File: config.mk
export PLATFORM = sky130hd
export DESIGN_NAME = vga_timing_gen
export DESIGN_NICKNAME = d
export VERILOG_FILES = /design/src/rtl/vga_timing_pkg.sv /design/src/rtl/vga_axis_timer.sv /design/src/rtl/vga_timing_gen.sv
export SDC_FILE = /design/constraint.sdc
export NUM_CORES = 1
export LEC_CHECK = 0
export BUFFER_PORTS_ARGS = -buffer_cell sky130_fd_sc_hd__buf_2
export CAP_MARGIN = 20
export CORE_MARGIN = 1
export CORE_UTILIZATION = 35
export DETAILED_ROUTE_END_ITERATION = 12
export MAX_ROUTING_LAYER = met4
export PLACE_DENSITY = 0.53
export SLEW_MARGIN = 20
export SYNTH_ARGS = -nofsm -noshare
export SYNTH_HDL_FRONTEND = slang
export SYNTH_HIERARCHICAL = 1
export SYNTH_SLANG_ARGS = --single-unit
File: constraint.sdc
create_clock -name vga_clk -period 4.9 [get_ports vga_clk]
set_clock_uncertainty 0.2 [all_clocks]
set_input_delay 0.49 -clock vga_clk [delete_from_list [all_inputs] [get_ports vga_clk]]
set_output_delay 0.49 -clock vga_clk [all_outputs]
set_load 0.03 [all_outputs]
File: src/rtl/vga_timing_pkg.sv
// rtl/vga_timing_pkg.sv - raster phase type, default 640x480@60 timing, phase boundary helper
package vga_timing_pkg;

  typedef enum logic [1:0] {
    PH_VISIBLE = 2'd0,
    PH_FRONT   = 2'd1,
    PH_SYNC    = 2'd2,
    PH_BACK    = 2'd3
  } phase_t;

  localparam int DEF_H_VISIBLE = 640;
  localparam int DEF_H_FRONT   = 16;
  localparam int DEF_H_SYNC    = 96;
  localparam int DEF_H_BACK    = 48;
  localparam int DEF_V_VISIBLE = 480;
  localparam int DEF_V_FRONT   = 10;
  localparam int DEF_V_SYNC    = 2;
  localparam int DEF_V_BACK    = 33;

  // Counters are 10 bits wide, so no axis may exceed this many counts.
  localparam int MAX_TOTAL = 1024;

  // Last count value that still belongs to a phase on an axis laid out
  // VISIBLE, FRONT, SYNC, BACK starting at zero.
  function automatic logic [9:0] phase_end(input phase_t phase, input int vis, input int fp,
                                           input int sp, input int bp);
    int last;
    case (phase)
      PH_VISIBLE: last = vis - 1;
      PH_FRONT:   last = vis + fp - 1;
      PH_SYNC:    last = vis + fp + sp - 1;
      default:    last = vis + fp + sp + bp - 1;
    endcase
    return 10'(last);
  endfunction

endpackage

File: src/rtl/vga_axis_timer.sv
// rtl/vga_axis_timer.sv - one raster axis: position counter plus registered phase FSM
module vga_axis_timer
  import vga_timing_pkg::*;
#(
  parameter int VISIBLE = DEF_H_VISIBLE,
  parameter int FRONT   = DEF_H_FRONT,
  parameter int SYNC    = DEF_H_SYNC,
  parameter int BACK    = DEF_H_BACK
) (
  input  logic       clk_i,
  input  logic       reset_i,
  input  logic       advance_i,
  output logic [9:0] count_o,
  output phase_t     phase_o,
  output logic       wrap_o,
  output logic       sync_o
);

  localparam int TOTAL = VISIBLE + FRONT + SYNC + BACK;
  localparam logic [9:0] LAST = 10'(TOTAL - 1);

  // Zero-length phases would let the FSM skip past its boundary, and totals
  // beyond the counter range would never wrap correctly.
  if (TOTAL > MAX_TOTAL || VISIBLE < 1 || FRONT < 1 || SYNC < 1 || BACK < 1) begin : g_bad_timing
    $error("vga_axis_timer: every phase must be >= 1 and the axis total <= 1024");
  end

  logic [9:0] count_q, count_d;
  phase_t     phase_q, phase_d;

  assign wrap_o = advance_i && (count_q == LAST);

  // Next position and phase; phase steps on the last count of the current phase.
  always_comb begin
    count_d = count_q;
    phase_d = phase_q;
    if (advance_i) begin
      count_d = (count_q == LAST) ? 10'd0 : count_q + 10'd1;
      if (count_q == phase_end(phase_q, VISIBLE, FRONT, SYNC, BACK)) begin
        case (phase_q)
          PH_VISIBLE: phase_d = PH_FRONT;
          PH_FRONT:   phase_d = PH_SYNC;
          PH_SYNC:    phase_d = PH_BACK;
          default:    phase_d = PH_VISIBLE;
        endcase
      end
    end
  end

  // Counter and phase registered together so phase decode never lags the count.
  always_ff @(posedge clk_i) begin
    if (reset_i) begin
      count_q <= '0;
      phase_q <= PH_VISIBLE;
    end else begin
      count_q <= count_d;
      phase_q <= phase_d;
    end
  end

  assign count_o = count_q;
  assign phase_o = phase_q;
  assign sync_o  = (phase_q == PH_SYNC);

endmodule

File: src/rtl/vga_timing_gen.sv
// rtl/vga_timing_gen.sv - VGA raster generator: position, blank, syncs, frame strobes and counter
module vga_timing_gen
  import vga_timing_pkg::*;
#(
  parameter int H_VISIBLE       = DEF_H_VISIBLE,
  parameter int H_FRONT         = DEF_H_FRONT,
  parameter int H_SYNC          = DEF_H_SYNC,
  parameter int H_BACK          = DEF_H_BACK,
  parameter int V_VISIBLE       = DEF_V_VISIBLE,
  parameter int V_FRONT         = DEF_V_FRONT,
  parameter int V_SYNC          = DEF_V_SYNC,
  parameter int V_BACK          = DEF_V_BACK,
  parameter bit SYNC_ACTIVE_LOW = 1'b1
) (
  input  logic        vga_clk,
  input  logic        reset,
  output logic [9:0]  DrawX,
  output logic [9:0]  DrawY,
  output logic        blank,
  output logic        hs,
  output logic        vs,
  output logic        frame_start,
  output logic        vblank_start,
  output logic [15:0] frame_count
);

  // active_q is low in the reset cycles and goes high on the first release
  // edge; holding the counters until then makes the first running cycle
  // present (0,0) again, this time as a visible pixel with frame_start.
  logic        active_q, active_d;
  logic [15:0] frame_count_q, frame_count_d;
  logic [9:0]  h_count, v_count;
  phase_t      h_phase, v_phase;
  logic        h_wrap, v_wrap, h_sync, v_sync;

  vga_axis_timer #(
    .VISIBLE(H_VISIBLE), .FRONT(H_FRONT), .SYNC(H_SYNC), .BACK(H_BACK)
  ) u_h_timer (
    .clk_i    (vga_clk),
    .reset_i  (reset),
    .advance_i(active_q),
    .count_o  (h_count),
    .phase_o  (h_phase),
    .wrap_o   (h_wrap),
    .sync_o   (h_sync)
  );

  vga_axis_timer #(
    .VISIBLE(V_VISIBLE), .FRONT(V_FRONT), .SYNC(V_SYNC), .BACK(V_BACK)
  ) u_v_timer (
    .clk_i    (vga_clk),
    .reset_i  (reset),
    .advance_i(h_wrap),
    .count_o  (v_count),
    .phase_o  (v_phase),
    .wrap_o   (v_wrap),
    .sync_o   (v_sync)
  );

  // v_wrap only fires on a horizontal wrap, so it marks the joint frame wrap.
  always_comb begin
    active_d      = ~reset;
    frame_count_d = frame_count_q;
    if (v_wrap) begin
      frame_count_d = frame_count_q + 16'd1;
    end
  end

  // Run flag and completed-frame counter.
  always_ff @(posedge vga_clk) begin
    active_q <= active_d;
    if (reset) begin
      frame_count_q <= '0;
    end else begin
      frame_count_q <= frame_count_d;
    end
  end

  assign DrawX        = h_count;
  assign DrawY        = v_count;
  assign blank        = active_q && (h_phase == PH_VISIBLE) && (v_phase == PH_VISIBLE);
  assign hs           = h_sync ^ SYNC_ACTIVE_LOW;
  assign vs           = v_sync ^ SYNC_ACTIVE_LOW;
  assign frame_start  = active_q && (h_count == 10'd0) && (v_count == 10'd0);
  assign vblank_start = active_q && (h_count == 10'd0) && (v_count == 10'(V_VISIBLE));
  assign frame_count  = frame_count_q;

endmodule

* After elaboration in Yosys (flattened, before gate mapping) *
Index checks and enable logic that the tools add are counted.

word-level totals
  memories = 0
  word-level logic and storage cells = 42
  bits in read-only memories = 0
  output and inout bits = 41
  input port bits = 2
  register bits = 41
  RAM bits = 0
  latch bits = 0

cells by class
  bitwise operators = 3
  equality and inequality tests = 9
  $lt $le $gt $ge = 0
  reductions and logical operators = 13
  div/mod/pow operators = 0
  mux-type cells = 8
  add/subtract/negate cells = 3
  multipliers = 0
  shifts and indexed selects = 0

operator list
  operator                                                                count
  10-bit 2-to-1 mux                                                       4
  10-bit case mux with 3 select lines                                     1
  9-bit case mux with 3 select lines                                      1
  10-bit by 1-bit adder with 10-bit output, second input constant         2
  10-bit equality test                                                    2
  10-bit equality test, second input constant                             2
  10-bit zero test                                                        2
  16-bit by 1-bit adder with 16-bit output, second input constant         1
  2-bit case mux with 3 select lines                                      2
  10-bit by 9-bit equality test with 1-bit output, second input constant  1
  1-bit logical AND                                                       7
  2-bit by 1-bit equality test with 1-bit output, second input constant   2
  2-bit equality test, second input constant                              2
  2-bit zero test                                                         2
  2-bit AND reduction                                                     2
  1-bit NOT                                                               3

* Longest topological paths before layout *
  word-level depth = 5
  gate-level depth with buffers = 10
  gate-level depth less buffers = 8

* Modules after synthesis *
The synthesis kept the hierarchy.

by module, submodules not included
  module                       cells an instance  instances  seq. area each (um^2)  area an instance (um^2)
  vga_timing_gen               101                1          340.3                  870.8
  vga_axis_timer at u_v_timer  81                 1          240.2                  708.2
  vga_axis_timer at u_h_timer  75                 1          240.2                  673.1

* Worst setup path after synthesis *
Ideal clock, no wire load.

  kind = reg-to-reg
  start = register u_h_timer.count_q[0] (netlist: u_h_timer/count_o[0])
  end = register frame_count_q[15] (netlist: frame_count[15])
  cell stages (with the launch flop) = 11
  arrival time = 2.798 ns
  buffers on the path = 2
  setup slack = 1.779 ns
  clock period less this slack = 3.121 ns
  setup time = 0.123 ns
  required time = 4.577 ns
  cells stage by stage = dfxtp_1 -> ha_1 -> nand4_1 -> nor2_1 -> clkbuf_1 -> nand4_1 -> nor4_1 -> buf_2 -> nand4_4 -> nor4_1 -> mux2_1

on the way
  word-level cells in the longest chain between the ends = 3

ends and longest elaborated chain
  item                      line                  text
  start: declaration        vga_axis_timer.sv:28  logic [9:0] count_q, count_d;
  start signal: assignment  vga_axis_timer.sv:56  count_q <= count_d;
  10-bit equality test      vga_axis_timer.sv:31  assign wrap_o = advance_i && (count_q == LAST);
  1-bit logical AND         vga_axis_timer.sv:31
  net h_wrap                vga_timing_gen.sv:34  logic h_wrap, v_wrap, h_sync, v_sync;
  1-bit logical AND         vga_axis_timer.sv:31
  net v_wrap                vga_timing_gen.sv:34
  end signal: assignment    vga_timing_gen.sv:75  frame_count_q <= frame_count_d;
  end: declaration          vga_timing_gen.sv:31  logic [15:0] frame_count_q, frame_count_d;

The timed path passes the listed nets, and every way through them passes these cells.
A chain may end at the register's enable or synchronous reset.

* Worst setup path in the final report *
Ends and elaborated chain as after synthesis.

==> flow_summary.yaml <==
run_status:
  status: "complete, no violations"
clock_tree:
  clock-sinks: 41
  cts_buffer_depth: 2
  cts_tree: "built"
  cts.clk_slew.worst_paths_ps: 80
  htree_levels: 2
  cts-resized-gates: 0
  root_buffer: "clkbuf_8"
  cts_hold_buf: 0
  postCtsSetupBuffers: 0
  cts_buffers: 5
  clock_latency_ps: 290
layout:
  layout_common_cells: "buf_2, dfxtp_1, nor2_1, nand2_1, xnor2_1"
  regArea_sq_um: 821
  instances_no_fill: 375
  multi_input_comb_area_sq_um: 1350
  fin_area_sq_um: 2610
  antenna_cells: 0
  fillers: 627
  mostFrequentLayoutCell: "buf_2"
  syn2layout_area_growth_pct: 15.9
  nNetsFinal: 311
  drive_above_1_share: 0.213
global_route:
  antenna_found_initial: 0
  gr-usage-all-layers: 0.165
  grt_pass1_vias: 1817
  grt_pass1_wl_um: 8370
  grt_max_degree: 34
  grt_overflow: 0
pwr:
  peakVddDrop_mv: 0.119
  leakage_nw: 1.02
  power.density_nw_per_um2: 223
logic_synthesis:
  synthArstFlopShare: 0
  synth_edf_count: 0
  synth-seq-area-share: 0.364
  syn_area_sq_um: 2250
  synthFlopType: "dfxtp_1"
  synth_cell_types: 40
  syn_nets: 269
  avgSynthCellArea_sq_um: 8.76
  syn_inst: 257
  yosysWarnings: 6
  ys_ff_latch: 41
critical_path:
  path_class: "reg -> reg"
  cpMaxStageDelayCell: "nor2_1"
  cp_cell_sequence: "ha_1, nand4_1, nor2_1, nand4_1, nor4_1, buf_4, nand4_4, nor4_1, mux2_1"
  worstPathArrival_ps: 3320
  start_kind: "register"
  critPathMaxStageDelay_ps: 470
  worstPathRequired_ps: 4880
  critical_path_peak_fanout: 10
  end_kind: "register"
sta:
  timing.setup.tns_ps: 0
  worst_pin_slew_ps: 638
  post-route-min-period_ps: 3340
  max_freq_mhz: 299
  hold_violations: 0
  fin_crit_sh: 0.683
  relSlewSlack: 0.573
  whs_ps: 327
  rsz0062_at_grt: "false"
  drv_slew: 0
  finalSetupViolCount: 0
placed_design:
  dpl.cell_count: 367
  port_buffers: 42
  placed_cell_area_sq_um: 2530
  gp_congestion: 0.777
  dp_hpwl_um: 3550
routing:
  drc: 0
  vias: 1925
  drtIter0Drc: 71
  dr.pass1.iters: 4
  viasPerCell: 5.13
  wl_um: 4910
  wl_per_cell_um: 13.1
  postRouteAntennaNets: 0
flow_run:
  cap_viol_max_count: 0
floorplan:
  die_area_sq_um: 6760
  start_util: 0.372
  die_h_um: 82.2
  die_w_um: 82.2
  coreArea_sq_um: 6060
  io-pin-count: 43
  core.rowCount: 28
hold_path:
  hold_path.class: "reg -> reg"
where the power goes:
group | internal, mW | leakage, nW | switching (mW) | total (mW)
logic | 0.00864 | 0.650 | 0.0196 | 0.0282
registers | 0.335 | 0.331 | 0.00404 | 0.339
clock network | 0.101 | 0.0395 | 0.114 | 0.215
total | 0.445 | 1.02 | 0.138 | 0.583
cell usage after synthesis (3+ instances only):
cell      count  area [sq um]
nand2_2       3          18.8
mux2i_1       6          60.1
mux2_1        3          33.8
nor2_1       38           143
xor2_1        8          70.1
nand4_1      11          68.8
nand2b_1      3          18.8
or3_1         4          25.0
dfxtp_1      41           821
inv_1        12          45.0
clkbuf_1      5          18.8
ha_1         10           125
nor2b_1       6          37.5
nand2_1      21          78.8
nor3_1        7          35.0
a21oi_1      10          50.1
or4_1         5          37.5
o31ai_1       4          30.0
o21ai_0       6          30.0
xnor2_1      14           123
nor4_1       10          62.6
nand3_1       5          25.0
flip-flops by register name, summed over array words and instances, names as in the netlist:
name / cells
u_v_timer/phase_o: 2
u_h_timer/count_o: 10
u_v_timer/count_o: 10
active_q: 1
u_h_timer/phase_o: 2
frame_count: 16
worst paths after layout:
check / startpoint / endpoint / slack, ps / cells after the start
max: u_h_timer/count_o[0]$_SDFFE_PP0P_ / frame_count[15]$_SDFFE_PP0P_ / 1560 / 9
max reg2reg: u_h_timer/count_o[0]$_SDFFE_PP0P_ / frame_count[15]$_SDFFE_PP0P_ / 1560 / 9
min reg2reg: u_v_timer/phase_o[1]$_SDFFE_PP0P_ / u_v_timer/phase_o[1]$_SDFFE_PP0P_ / 330 / 2
min: u_v_timer/phase_o[1]$_SDFFE_PP0P_ / u_v_timer/phase_o[1]$_SDFFE_PP0P_ / 330 / 2
routing by layer:
layer	routed length, um	track usage	vias up
met3	181	0.0330	7
met1	2490	0.203	890
met4	55	0.0474	0
met5	0	-	-
li1	-	-	987
met2	2180	0.271	41
logic make-up after synthesis:
kind of cell,after synthesis,synth area share
adder cells (fa/ha/maj),10,0.0556
flip-flops,41,0.364
buffers and inverters,21,0.0361
AND/OR/NAND/NOR,125,0.304
multiplexers,12,0.0583
XOR/XNOR,22,0.0856
AO/OA/AOI/OAI,26,0.0961
through the flow:
stage	power [mW]	setup WS, ps	utilization
after floorplan	0.367	1780	-
after global placement	0.376	1720	0.418
after detailed placement	0.376	1510	0.418
after CTS	0.593	1480	0.431
after global routing	0.613	1280	0.431
final	0.583	1560	0.431
worst max-delay path: cells and delay by family (launching register included):
family | cells | cell delay (ps)
AND/OR/NAND/NOR | 6 | 1740
buffers and inverters | 1 | 220
adder cells (fa/ha/maj) | 1 | 290
flip-flops | 1 | 430
multiplexers | 1 | 350
cell type report:
| type | instances | area share |
|---|---|---|
| flip-flops and latches | 41 | 0.314 |
| multi-input cells | 195 | 0.517 |
| well taps | 75 | 0.0359 |
| repair buffers | 43 | 0.0834 |
| inverters | 13 | 0.0187 |
| clock buffers | 8 | 0.0307 |
(Power assumes the default switching activity.)
